===== config.mk =====
export PLATFORM = sky130hd
export DESIGN_NAME = output_port_allocator
export DESIGN_NICKNAME = d
export VERILOG_FILES = /design/src/rtl/output_port_allocator.sv
export SDC_FILE = /design/constraint.sdc
export NUM_CORES = 1
export LEC_CHECK = 0
export BUFFER_PORTS_ARGS = -buffer_cell sky130_fd_sc_hd__buf_2
export CAP_MARGIN = 0
export CORE_ASPECT_RATIO = 0.6
export CORE_MARGIN = 2
export CORE_UTILIZATION = 42
export CTS_CLUSTER_SIZE = 28
export DETAILED_ROUTE_END_ITERATION = 8
export PLACE_DENSITY = 0.74
export SLEW_MARGIN = 15
export SYNTH_ARGS = -nofsm -noshare
export SYNTH_HDL_FRONTEND = slang
export SYNTH_SLANG_ARGS = --single-unit

===== constraint.sdc =====
create_clock -name clk -period 6.6 [get_ports clk]
set_clock_uncertainty 0.2 [all_clocks]
set_input_delay 1.65 -clock clk [delete_from_list [all_inputs] [get_ports clk]]
set_output_delay 1.65 -clock clk [all_outputs]
set_load 0.005 [all_outputs]

===== src/rtl/output_port_allocator.sv =====
// Switch allocator and credit controller for one router output link: round-robin
// arbitration over the input buffers, wormhole locking, downstream credit tracking.
module output_port_allocator #(
    parameter int N_IN      = 5,
    parameter int FLIT_W    = 20,
    parameter int BUF_DEPTH = 4,
    parameter int CRED_W    = 3
) (
    input  logic                     clk,
    input  logic                     RST,
    input  logic [N_IN*FLIT_W-1:0]   in_flit,
    input  logic [N_IN-1:0]          in_valid,
    input  logic                     ci,
    output logic [N_IN-1:0]          grant,
    output logic [FLIT_W-1:0]        o,
    output logic                     vo,
    output logic                     locked,
    output logic                     err
);
    localparam int IDX_W = (N_IN > 1) ? $clog2(N_IN) : 1;

    localparam logic [1:0] T_HEAD   = 2'b10;
    localparam logic [1:0] T_BODY   = 2'b00;
    localparam logic [1:0] T_TAIL   = 2'b01;
    localparam logic [1:0] T_SINGLE = 2'b11;

    typedef enum logic {ST_IDLE, ST_LOCKED} state_t;

    state_t              state_q, state_d;
    logic [IDX_W-1:0]    owner_q, owner_d;
    logic [IDX_W-1:0]    rr_last_q, rr_last_d;
    logic [CRED_W-1:0]   credit_q, credit_d;
    logic [FLIT_W-1:0]   o_q, o_d;
    logic                vo_q, vo_d;
    logic                err_q, err_d;

    logic [N_IN-1:0]     elig_s;
    logic                bad_idle_s;
    logic                found_s;
    logic [IDX_W-1:0]    win_s;
    logic                send_s;
    logic [FLIT_W-1:0]   win_flit_s;
    logic [1:0]          win_type_s;

    // Eligibility, round-robin winner search and next-state computation.
    always_comb begin
        int idx;
        elig_s     = '0;
        bad_idle_s = 1'b0;
        found_s    = 1'b0;
        win_s      = '0;
        idx        = 0;
        for (int k = 0; k < N_IN; k++) begin
            if (state_q == ST_LOCKED) begin
                elig_s[k] = in_valid[k] && (owner_q == IDX_W'(k));
            end else begin
                elig_s[k] = in_valid[k] && in_flit[k*FLIT_W + FLIT_W - 1];
                if (in_valid[k] && !in_flit[k*FLIT_W + FLIT_W - 1]) begin
                    bad_idle_s = 1'b1;
                end else begin
                    bad_idle_s = bad_idle_s;
                end
            end
        end
        // Scan starts just after the last winner so every port gets a turn.
        for (int i = 0; i < N_IN; i++) begin
            idx = int'(rr_last_q) + 1 + i;
            if (idx >= N_IN) begin
                idx = idx - N_IN;
            end else begin
                idx = idx;
            end
            if (!found_s && elig_s[IDX_W'(idx)]) begin
                found_s = 1'b1;
                win_s   = IDX_W'(idx);
            end else begin
                found_s = found_s;
            end
        end

        send_s     = found_s && (credit_q != '0) && !RST;
        win_flit_s = in_flit[win_s*FLIT_W +: FLIT_W];
        win_type_s = win_flit_s[FLIT_W-1 -: 2];
        grant      = send_s ? (N_IN'(1) << win_s) : '0;

        state_d   = state_q;
        owner_d   = owner_q;
        rr_last_d = rr_last_q;
        if (send_s) begin
            case (win_type_s)
                T_HEAD: begin
                    state_d   = ST_LOCKED;
                    owner_d   = win_s;
                    rr_last_d = win_s;
                end
                T_SINGLE: begin
                    state_d   = ST_IDLE;
                    rr_last_d = win_s;
                end
                T_TAIL:   state_d = ST_IDLE;
                T_BODY:   state_d = state_q;
                default:  state_d = state_q;
            endcase
        end else begin
            state_d = state_q;
        end

        if (send_s && !ci) begin
            credit_d = credit_q - CRED_W'(1);
        end else if (!send_s && ci && (credit_q != CRED_W'(BUF_DEPTH))) begin
            credit_d = credit_q + CRED_W'(1);
        end else begin
            credit_d = credit_q;
        end

        o_d   = send_s ? win_flit_s : o_q;
        vo_d  = send_s;
        err_d = err_q || bad_idle_s
                || ((state_q == ST_LOCKED) && send_s && win_type_s[1])
                || (ci && (credit_q == CRED_W'(BUF_DEPTH)));
    end

    // State and registered outputs with synchronous reset.
    always_ff @(posedge clk) begin
        if (RST) begin
            state_q   <= ST_IDLE;
            owner_q   <= '0;
            rr_last_q <= IDX_W'(N_IN - 1);
            credit_q  <= CRED_W'(BUF_DEPTH);
            o_q       <= '0;
            vo_q      <= 1'b0;
            err_q     <= 1'b0;
        end else begin
            state_q   <= state_d;
            owner_q   <= owner_d;
            rr_last_q <= rr_last_d;
            credit_q  <= credit_d;
            o_q       <= o_d;
            vo_q      <= vo_d;
            err_q     <= err_d;
        end
    end

    assign o      = o_q;
    assign vo     = vo_q;
    assign locked = (state_q == ST_LOCKED);
    assign err    = err_q;

endmodule

==> results.md, run 1 <==
- Vias per cell: 6.154
- Peak supply drop: approximately 0.33 mV
- Final Hold Vio Count: 0
- Filler Cell Count: 766
- Hold Path Class: flip-flop to flip-flop
- Cell row count: 25
- Syn Nets: between 500 and 600
- Unrepaired setup endpoints after global routing: false
- WP data required: between 4 and 5 ns
- # hold bufs at CTS: 0
- Crit path max-delay cell type: o221a_2
- Hold depth: 2
- Inserted Clock Buffers: 5
- Period utilisation layout: 0.9618
- Total Neg Setup Slack: 0 ns
- MaxCap Viol Count: 0
- Worst-margin pin slew: 0.8755 ns
- Register bit total from synthesis: 32
- Vias in the first global route: 3,856
- Fmax achieved: 0.1575 GHz
- Vias after detailed routing: 4,283
- FF+latch area: 640.6 um2
- Power Density: 712.8 mW/mm2
- CTS tree: yes
- Die Width: 122.1 um
- Die Ht: between 70 and 80 um
- Initial Util: 0.4391
- Critical Path Source Type: input port
- Status: completed
- Worst R2R Path Depth: 13
- GP Congestion: slightly below 1
- Relative slew slack: 0.4155
- CP cell instances: buf_2 > nor2b_1 > o21ai_1 > mux2i_1 > a221o_1 > o31ai_4 > nand4_2 > o221a_2 > nand2_2 > nor2_1 > and2_1 > buf_2
- Worst skew pair latency: 0.28 ns
- CP most frequent cell: buf_2
- CP max stage delay: around 0.5 ns
- Antenna Nets Post-Route: 0
- Iteration-0 DRC count of the detailed router: 451
- H-tree depth: 2
- Post-synth design cell area: 0.003516 mm2
- Top FF cell, synth: dfxtp_1
- Reg-to-reg slack, setup: 1.26 ns
- Share of the synthesized area in the top cell type: 0.1822
- Max Slew Vio Count: 0
- Total track usage: 0.2763
- Avg Cell Area, Syn: 7.497 um2
- Leak: 1.878 nW
- CTS clk-pin slew, worst paths: 0.05 ns
- Top-count cell post-synth: o21ai_0
- Finish-stage setup viols: 0
- Critical path endpoint category: primary output
- Diode count: 0
- Mapped Cells: 469
- Placeable Area: 0.008008 mm2
- PortBufs: 135
- Root buf cell: clkbuf_16
- EDFF count, synth: 0
- First-pass DRT Iterations: 5
- Synth area leaders: dfxtp_1 (18%), mux2_2 (7.4%), o21ai_0 (6.4%), nand3_1 (5.8%), o211ai_1 (5.1%)
- Netlist cell types: 81
- Worst r2r src: rr_last_q[0]$_SDFFE_PP0P_
- Share of layout cells above drive strength 1: 0.3520
- Grt total ovfl: 0
- Fin nets: 703
- Global-route wire length before repair: 19,730 um
- HPWL Detailed: ~10,000 um
- Critical Path Source: in_flit[19]
- Setup crit end: grant[1]
- Num Clock Sinks: 32
- Routed length per instance: ~18 um
- WP data arrival: 4.50 ns
- Final wirelength: 12,840 um
- Area of the multi-input gates: 0.002669 mm2
- Register area share after synthesis: 0.1822
- Die footprint: 0.009143 mm2
- Drt drc: 0
- Worst hold slack: 0.2658 ns
- Largest net degree at the start of global routing: 48
- Initial antenna violation count: 0
- Area leader, netlist: dfxtp_1
- Asr flop ratio synth: 0
- Io pins: 136
- Design area: 0.004422 mm2
- Most frequent cells after synthesis: o21ai_0 (45), nand3_1 (41), nand2_1 (40)
- Bufs on Longest Clock Path: 2
- Minimum clock period: 6.348 ns
- Final core utilization: 0.5522
- Placed Area: ~0.0043 mm2
- Syn-to-layout area delta: 25.77%
- Crit Path Class: input port to primary output
- Synth warn: 0
- RR Endpoint: err$_SDFF_PP0_
- CP Max Fanout: 19
[final cells by class]
class                      instances  area share
inverter                          16     0.01358
timing repair buffer             148      0.1749
clock inverter                     3    0.004244
multi-input combinational        384      0.6036
tap                              108     0.03056
sequential                        32      0.1449
clock buffer                       5     0.02830
[kinds of logic (layout without fill, tap and decap cells)]
| kind of cell | after synthesis | after routing | share of synthesized area |
|---|---|---|---|
| compound gates | 167 | 167 | 0.3281 |
| simple gates | 167 | 167 | 0.2530 |
| buf+inv | 53 | 172 | 0.06512 |
| mux | 36 | 36 | 0.1196 |
| flops | 32 | 32 | 0.1822 |
| fa+ha+maj | 8 | 8 | 0.03060 |
| xor+xnor | 6 | 6 | 0.02135 |
[cell usage in the layout, fill, tap and decap left out, drive strengths merged, types with 8 or more instances in the layout]
| cell | synthesis | layout |
|---|---|---|
| buf | 16 | 148 |
| o21ai | 49 | 49 |
| nand3 | 41 | 41 |
| nand2 | 40 | 40 |
| dfxtp | 32 | 32 |
| o211ai | 25 | 25 |
| mux2 | 25 | 25 |
| a31oi | 19 | 19 |
| a21oi | 18 | 18 |
| nor2 | 18 | 18 |
| inv | 16 | 16 |
| nand2b | 11 | 11 |
| nor2b | 11 | 11 |
| nor3 | 11 | 11 |
| mux2i | 10 | 10 |
| and2 | 8 | 8 |
[worst min-delay path by stage]
stage | startpoint | endpoint | slack (ns)
6_report | o[19]$_SDFFE_PP0P_ | o[19]$_SDFFE_PP0P_ | 0.27
5_1_grt | o[19]$_SDFFE_PP0P_ | o[19]$_SDFFE_PP0P_ | 0.30
4_1_cts | o[19]$_SDFFE_PP0P_ | o[19]$_SDFFE_PP0P_ | 0.27
3_5_place_dp | o[19]$_SDFFE_PP0P_ | o[19]$_SDFFE_PP0P_ | 0.26
3_3_place_gp | o[19]$_SDFFE_PP0P_ | o[19]$_SDFFE_PP0P_ | 0.26
2_1_floorplan | o[19]$_SDFFE_PP0P_ | o[19]$_SDFFE_PP0P_ | 0.27
[critical path: cells and delay by family]
family                 cells  cell delay [ns]
AO/OA/AOI/OAI              4             1.56
AND/OR/NAND/NOR            5             0.90
buffers and inverters      2             0.24
multiplexers               1             0.14
[metrics by stage]
step / cells / setup slack (ns) / total power [mW]
finish: 696 / 0.2518 / 3.152
global route: 696 / 0.05749 / 3.392
CTS: 696 / 0.1530 / 3.086
detailed placement: 688 / 0.1768 / 2.858
global placement: 688 / 0.2840 / 2.832
floorplan: 469 / 0.6993 / 2.177
[flip-flops by register name, summed over array words and instances, names as in the netlist]
signal     cells
o             20
credit_q       3
owner_q        3
rr_last_q      3
err            1
locked         1
vo             1
[per-layer routing]
layer | global-route usage | vias up | part of all wire
met5 | 0 | - | 0
met4 | 0.06513 | 0 | 0.027
met3 | 0.08333 | 43 | 0.12
met2 | 0.4078 | 283 | 0.42
met1 | 0.3960 | 1950 | 0.42
li1 | - | 2007 | -
[repair_timing]
action,in CTS,in global routing
resized for setup,0,3
endpoints found under the setup margin,0,2
buffers inserted,0,0
[power breakdown]
| group | total (mW) | internal, mW | switching [mW] |
|---|---|---|---|
| combinational | 2.57 | 1.03 | 1.54 |
| clock | 0.228 | 0.139 | 0.0893 |
| sequential | 0.349 | 0.277 | 0.0720 |
| total | 3.15 | 1.45 | 1.70 |
No activity file was read; power rests on OpenSTA's default activity.
==> inputs of run 2 (changes only) <==
Settings changed: CORE_ASPECT_RATIO 0.6 to unset, GPL_TIMING_DRIVEN set to 0, SLEW_MARGIN 15 to unset.
==> run 2 against run 1 <==
- die area shrank 0.26%
- wire length fell by 0.90%
- final cell count is 2.6% higher
- cell area up 0.37%
- clock power down 32%
- largest cell class unchanged
- largest power group unchanged
==> results.md, run 2 (synthesis gave the netlist of run 1 again) <==
- # hold bufs at CTS: 0
- MaxCap Viol Count: 0
- Die Ht: ~95 um
- Drt drc: 0
- Most frequent cells in the layout: buf_2 (142), o21ai_0 (45), nand3_1 (41)
- Worst skew pair latency: 0.29 ns
- Leak: 1.881 nW
- Hold Path Class: flip-flop to flip-flop
- Number of setup buffers added after CTS: 0
- Filler Cell Count: 818
- First-pass DRT Iterations: 5
- Overall power: around 3.0 mW
- Inserted Clock Buffers: 5
- Final core utilization: 0.5429
- Worst-margin pin slew: ~0.66 ns
- Antenna Nets Post-Route: 0
- Fin nets: approximately 720
- CP Max Fanout: 10
- CTS clk-pin slew, worst paths: approximately 0.07 ns
- Critical Path Source Type: input port
- Vias after detailed routing: 4,250
- Syn-to-layout area delta: 26.23%
- Num Clock Sinks: 32
- Io pins: approximately 140
- Met3 routed WL: 939 um
- Finish-stage setup viols: 0
- Peak supply drop: a little under 0.7 mV
- Bufs on Longest Clock Path: 2
- Most common cell after layout, fill and taps aside: buf_2
- H-tree depth: 2
- Area of the multi-input gates: 0.002680 mm2
- GP Congestion: 0.9571
- CTS tree: yes
- Max FFs per register: 20
- Unrepaired setup endpoints after global routing: true
- Relative slew slack: 0.5536
- Global-route wire length before repair: between 15,000 and 20,000 um
- Initial Util: 0.4301
- Total track usage: 0.2763
- Largest net degree at the start of global routing: 20
- Root buf cell: clkbuf_8
- Final wirelength: roughly 13,000 um
- Period utilisation layout: 0.9770
- Critical path endpoint category: primary output
- Initial antenna violation count: 0
- WP data required: 4.75 ns
- Vias in the first global route: 4,058
- Crit Path Class: input port to primary output
- Vias per cell: 5.952
- HPWL Detailed: 10,050 um
- Share of layout cells above drive strength 1: 0.3465
- Die footprint: 0.009119 mm2
- Routed length per instance: 17.82 um
- Status: completed
- Max Slew Vio Count: 0
- Final Hold Vio Count: 0
- Post-CTS Resized: 6
- DR WL met2: between 6000 and 7000 um
- Iteration-0 DRC count of the detailed router: 216
- Grt total ovfl: 0
- Diode count: 0
- WP data arrival: between 4 and 5 ns
- Placeable Area: 0.008175 mm2
- Top routing layer used: met4
- PortBufs: 134
- Met1 Wirelength: 5325 um
- FF+latch area: roughly 640 um2
- Fmax achieved: 0.1551 GHz
- Cell row count: 33
- Minimum clock period: roughly 6.4 ns
- Die Width: 95.50 um
- Power Density: about 700 mW/mm2
run 2: critical path, cell delays in order:
cell	delay [ns]
buf_2	0.13
nor2b_1	0.16
o21ai_2	0.24
mux2i_1	0.11
a221o_1	0.40
o31ai_4	0.32
and2_1	0.27
mux2i_4	0.35
nand2_2	0.22
clkbuf_4	0.26
nor3_1	0.30
buf_2	0.18
run 2: layer usage:
| layer | up-vias | track usage |
|---|---|---|
| met5 | - | 0 |
| met4 | 0 | 0.08810 |
| met3 | 33 | 0.04427 |
| met2 | 201 | 0.4742 |
| met1 | 1959 | 0.3535 |
| li1 | 2057 | - |
run 2: final cells by class:
cell class              count  share of cell area
clock buffers               5             0.01551
inverters                  16             0.01353
flip-flops and latches     32              0.1446
repair buffers            134              0.1511
multi-input cells         384              0.6039
well taps                 105             0.02960
plain buffers              35             0.03750
clock inverters             3            0.004229
run 2: final timing paths:
| path | cells after the start | from | end | slack (ns) |
|---|---|---|---|---|
| max | 12 | in_flit[39] | grant[3] | 0.15 |
| min | 2 | o[19]$_SDFFE_PP0P_ | o[19]$_SDFFE_PP0P_ | 0.31 |
| max reg2reg | 17 | rr_last_q[0]$_SDFFE_PP0P_ | locked$_SDFFE_PP0P_ | 1.52 |
| min reg2reg | 2 | o[19]$_SDFFE_PP0P_ | o[19]$_SDFFE_PP0P_ | 0.31 |
run 2: metrics by stage:
stage	hold WS (ns)	setup TNS, ns	cell area (um2)	instances	worst slack (ns)
finish	0.3074	0	4438	714	0.1517
global route	0.3191	-0.04110	4438	714	-0.04110
floorplan	0.2668	0	3516	469	0.6993
detailed placement	0.2981	-0.4152	4318	708	-0.1861
global placement	0.2587	-0.4321	4318	708	-0.2098
CTS	0.3089	0	4420	715	0.02805
run 2: report_power, final:
group	switching, mW	leakage (nW)	total (mW)	internal [mW]
Combinational	1.51	1.57	2.55	1.04
Clock	0.0812	0.0479	0.155	0.0735
Sequential	0.0632	0.264	0.341	0.277
